**src/rtl/seq_matmul_mac.sv**
```systemverilog
// Sequential matrix multiplier: C = A*B (or A*B + Cin), one MAC per cycle.
// Operands are fetched from external synchronous-read RAMs (1-cycle latency);
// results stream out row-major over a valid/ready handshake.
module seq_matmul_mac #(
  parameter int M      = 4,
  parameter int K      = 4,
  parameter int N      = 4,
  parameter int DW     = 16,
  parameter int SIGNED = 1,
  parameter int IW     = 8,
  parameter int ACC_W  = 2*DW+$clog2(K)+1
) (
  input  logic             clk,
  input  logic             rst,
  input  logic             start,
  input  logic             acc_mode,
  output logic             rd_en,
  output logic [IW-1:0]    a_row,
  output logic [IW-1:0]    a_col,
  output logic [IW-1:0]    b_row,
  output logic [IW-1:0]    b_col,
  input  logic [DW-1:0]    a_data,
  input  logic [DW-1:0]    b_data,
  input  logic [ACC_W-1:0] c_in,
  output logic [ACC_W-1:0] z_data,
  output logic [IW-1:0]    z_row,
  output logic [IW-1:0]    z_col,
  output logic             z_valid,
  input  logic             z_ready,
  output logic             busy,
  output logic             done
);

  typedef enum logic [2:0] {IDLE, FETCH, DRAIN, OUT, DONE} state_t;

  state_t            state, state_nxt;
  logic [IW-1:0]     i, j, k;
  logic              mode;
  logic              last_i, last_j, last_k;

  // MAC stage: one-deep pipeline behind the operand read
  logic              mac_vld, mac_first;
  logic [ACC_W-1:0]  acc, z_q;
  logic [2*DW-1:0]   a_x, b_x, prod;
  logic [ACC_W-1:0]  prod_x, base, sum;
  logic              a_s, b_s, p_s;

  assign last_i = (i == IW'(M-1));
  assign last_j = (j == IW'(N-1));
  assign last_k = (k == IW'(K-1));

  // next-state logic
  always_comb begin
    state_nxt = state;
    case (state)
      IDLE:    if (start) state_nxt = FETCH;
      FETCH:   if (last_k) state_nxt = DRAIN;
      DRAIN:   state_nxt = OUT;
      OUT:     if (z_ready) state_nxt = (last_i && last_j) ? DONE : FETCH;
      DONE:    state_nxt = IDLE;
      default: state_nxt = IDLE;
    endcase
  end

  // state register; reset aborts any run in progress
  always_ff @(posedge clk or posedge rst)
    if (rst) state <= IDLE;
    else     state <= state_nxt;

  // loop indices and captured mode
  always_ff @(posedge clk or posedge rst)
    if (rst) begin
      i    <= '0;
      j    <= '0;
      k    <= '0;
      mode <= 1'b0;
    end else begin
      case (state)
        IDLE: if (start) begin
          i    <= '0;
          j    <= '0;
          k    <= '0;
          mode <= acc_mode;
        end
        FETCH: k <= last_k ? '0 : k + IW'(1);
        OUT: if (z_ready) begin
          if (last_j) begin
            j <= '0;
            i <= last_i ? '0 : i + IW'(1);
          end else begin
            j <= j + IW'(1);
          end
        end
        default: ;
      endcase
    end

  // operands widened to 2*DW so the low half of the product is exact
  // in both signed and unsigned modes
  assign a_s    = (SIGNED != 0) & a_data[DW-1];
  assign b_s    = (SIGNED != 0) & b_data[DW-1];
  assign a_x    = {{DW{a_s}}, a_data};
  assign b_x    = {{DW{b_s}}, b_data};
  assign prod   = a_x * b_x;
  assign p_s    = (SIGNED != 0) & prod[2*DW-1];
  assign prod_x = {{(ACC_W-2*DW){p_s}}, prod};

  // first product of an element starts from 0 or Cin; later ones from acc
  assign base = mac_first ? (mode ? c_in : '0) : acc;
  assign sum  = base + prod_x;

  // read data arrives one cycle after rd_en, so track which cycles carry it
  always_ff @(posedge clk or posedge rst)
    if (rst) begin
      mac_vld   <= 1'b0;
      mac_first <= 1'b0;
    end else begin
      mac_vld   <= (state == FETCH);
      mac_first <= (state == FETCH) && (k == '0);
    end

  // accumulator; the last product lands during DRAIN and also loads z_q
  always_ff @(posedge clk or posedge rst)
    if (rst) begin
      acc <= '0;
      z_q <= '0;
    end else begin
      if (mac_vld)          acc <= sum;
      if (state == DRAIN)   z_q <= sum;
    end

  assign rd_en   = (state == FETCH);
  assign a_row   = i;
  assign a_col   = k;
  assign b_row   = k;
  assign b_col   = j;
  assign z_data  = z_q;
  assign z_row   = i;
  assign z_col   = j;
  assign z_valid = (state == OUT);
  assign busy    = (state != IDLE);
  assign done    = (state == DONE);

endmodule

```
**config.mk**
```make
export PLATFORM = sky130hd
export DESIGN_NAME = seq_matmul_mac
export DESIGN_NICKNAME = d
export VERILOG_FILES = /design/src/rtl/seq_matmul_mac.sv
export SDC_FILE = /design/constraint.sdc
export NUM_CORES = 1
export LEC_CHECK = 0
export ABC_AREA = 1
export BUFFER_PORTS_ARGS = -buffer_cell sky130_fd_sc_hd__buf_2
export CORE_UTILIZATION = 55
export DETAILED_ROUTE_END_ITERATION = 8
export HOLD_SLACK_MARGIN = 0.02
export PLACE_DENSITY_LB_ADDON = 0.3
export SLEW_MARGIN = 20
export SYNTH_ARGS = -nofsm -noshare
export SYNTH_HDL_FRONTEND = slang
export SYNTH_SLANG_ARGS = --single-unit
```
**constraint.sdc**
```tcl
create_clock -name clk -period 7.3 [get_ports clk]
set_input_delay 1.825 -clock clk [delete_from_list [all_inputs] [get_ports clk]]
set_output_delay 1.825 -clock clk [all_outputs]
set_load 0.03 [all_outputs]
```
==> metrics.txt <==
Post-Synthesis Cells=2208; status=complete, but fails checks; worst rel slew slack=0.391; die area=31500 um2; FMAX=124 MHz; final period utilization=1.11; worst slew pin tran=0.912 ns; CTS max path bufs=2; initial antenna violation count=1; RSZ-0062 raised after global routing=yes; DRT iter0 DRCs=just over 1000; Syn Nets=about 2700; Setup WS pre-CTS=-1.28 ns; failing checks=setup timing; NumNets Final=3025; post-synthesis instance area=around 17000 um2; CTS buffer count=9; share of layout cells above drive strength 1=0.314; Fillers=2053; worst hold margin=0.476 ns; EDFF count, synth=0; Async SR Flop Fraction=1.00; crit end category=flop; Critical Path Slowest Stage Cell=fa_1; most frequent CP cell=inv_1; max_cap viols=0; core area=between 20000 and 30000 um2; Congestion Overflow GR=0; Routed WL=approximately 48000 um; layout overhead on the synthesized area=32.5%; port bufs=158; Residual DRC=0; syn avg cell area=7.67 um2; First-pass DRT Iterations=5; Synth area leader=fa_1; Die H=177 um; Root Driver=clkbuf_16; endpoints failing setup=42; Vias=15496; sequential-to-total area share from yosys stat=0.148; first-pass GRT wire length=76200 um; Routed wire per std cell=between 15 and 20 um; register bit total from synthesis=100; HP Class=flop to flop; initial core utilization=0.565; crit-path max cell delay=0.52 ns; CTS H-tree depth=3; Clock Sinks=100; ANT nets after route=0; Tmin final=8.09 ns; largest net degree at the start of global routing=65; Synth area leaders=fa_1 (31%), dfrtp_1 (15%), nand2_1 (13%); vias in the first global route=15800; final setup TNS=-24.56 ns; share of the synthesized area in the top cell type=0.311; synth unique cells=55; number of vias per cell=~5.2; Hold Vio Cnt, Final=0; Worst EP arrival=8.33 ns; WP data required=~7.5 ns; RePlAce Congestion=0.908; Clock transition at path regs=0.08 ns; DP Wirelength=between 30000 and 40000 um; final setup margin=-0.791 ns; Row Count=63; clk_skew=0.0105 ns; ant diodes=0; max-slew violation count=0; Chip Width=177 um; CTS tree=built; Clock Latency Late Sink=0.35 ns; Synth warnings=0; Crit Path Max Fanout=7; GRT Resource Usage Total=0.304; Setup CP Type=primary input to flop; Post-synth top flop=dfrtp_1; num ports=159; Worst setup SP type=primary input
per-layer routing:
metal	vias to the layer above	part of all wire	track usage
met1	7588	0.41	0.404
met4	2	0.028	0.0759
met3	109	0.060	0.0296
met5	-	0.00021	0
met2	548	0.51	0.531
li1	7249	-	-
path summary, 6_finish.rpt:
path / cells past startpoint / slack (ns) / to / from
max: 35 / -0.79 / z_data[27] / a_data[7]
max in group asynchronous: 3 / 4.62 / acc[23] / rst
max reg2reg: 21 / 3.45 / acc[34] / mac_first
min: 2 / 0.48 / acc[29] / acc[29]
min reg2reg: 2 / 0.48 / acc[29] / acc[29]
min in group asynchronous: 2 / 1.48 / a_row[3] / rst
through the flow:
stage / instance area (um2) / utilization / instances
2_1_floorplan: 17500 / - / 2208
3_3_place_gp: 19600 / 0.656 / 2875
3_5_place_dp: 19600 / 0.656 / 2875
4_1_cts: 21400 / 0.715 / 2945
5_1_grt: 22400 / 0.749 / 2965
6_report: 22400 / 0.749 / 2965
critical path, delay by kind of cell:
kind / cells / cell delay, ns
adder cells (fa/ha/maj): 8 / 3.42
AO/OA/AOI/OAI: 7 / 1.13
AND/OR/NAND/NOR: 9 / 0.91
buffers and inverters: 10 / 0.82
XOR/XNOR: 1 / 0.23
cell type report:
cell class / instances / area [um2] / share of cell area
inverters: 555 / 2090 / 0.0933
clock buffers: 9 / 225 / 0.0100
clock inverters: 7 / 115 / 0.00513
repair buffers: 455 / 3460 / 0.154
well taps: 390 / 488 / 0.0218
multi-input cells: 1449 / 13500 / 0.604
flip-flops and latches: 100 / 2500 / 0.112
logic make-up (layout without fill, tap and decap cells):
| group | after synthesis | count (layout) | synth area share |
|---|---|---|---|
| compound gates | 232 | 232 | 0.0812 |
| fa+ha+maj | 383 | 383 | 0.400 |
| xor+xnor | 50 | 50 | 0.0263 |
| buf+inv | 659 | 1026 | 0.153 |
| flops | 100 | 100 | 0.148 |
| simple gates | 784 | 784 | 0.192 |
sequential cells by signal, summed over array words and instances (netlist names), 3 cells and up:
signal / flops
acc: 35
z_data: 35
a_col: 8
a_row: 8
b_col: 8
state: 3
synth_stat cells (all sizes together) (2+ instances only):
cell type	count
or2	14
nand4	10
nand2	572
nor3b	2
nand3b	4
nor4	11
ha	120
clkbuf	72
a22oi	3
inv	554
o21bai	8
a22o	20
a21boi	4
nand3	75
buf	31
a211oi	2
o21ai	95
a31oi	4
xor2	29
o22ai	3
dfrtp	100
o211ai	4
fa	263
nor3	15
a21oi	76
a21o	8
o21a	2
xnor2	21
nor2	80
timing repair:
action / CTS / global route
gates resized for setup: 261 / 201
endpoints found under the hold margin: 0 / 0
gates cloned: 1 / 0
setup buffers: 54 / 22
setup endpoints to repair: 46 / 50
pin swaps: 88 / 105
hold buffers: 0 / 0
placed cells by master (no fill, tap or decap), drive strengths merged, types with 2 or more instances in the layout:
master    instances
fa              263
o21bai            8
nor3             15
o211ai            4
bufinv            2
a21oi            76
nor4             11
nor3b             2
a22oi             3
o21a              2
buf             453
a21o              8
o21ai            95
clkbuf           10
nor2             80
or2              14
nand4            10
nand3b            4
o22ai             3
a22o             20
xor2             29
clkinvlp          2
xnor2            21
inv             557
dfrtp           100
nand2           572
a211oi            2
a31oi             4
nand3            75
a21boi            4
ha              120
Power is not shown: default switching activity piles up to over one toggle a cycle in this logic, so the estimate is an artifact.
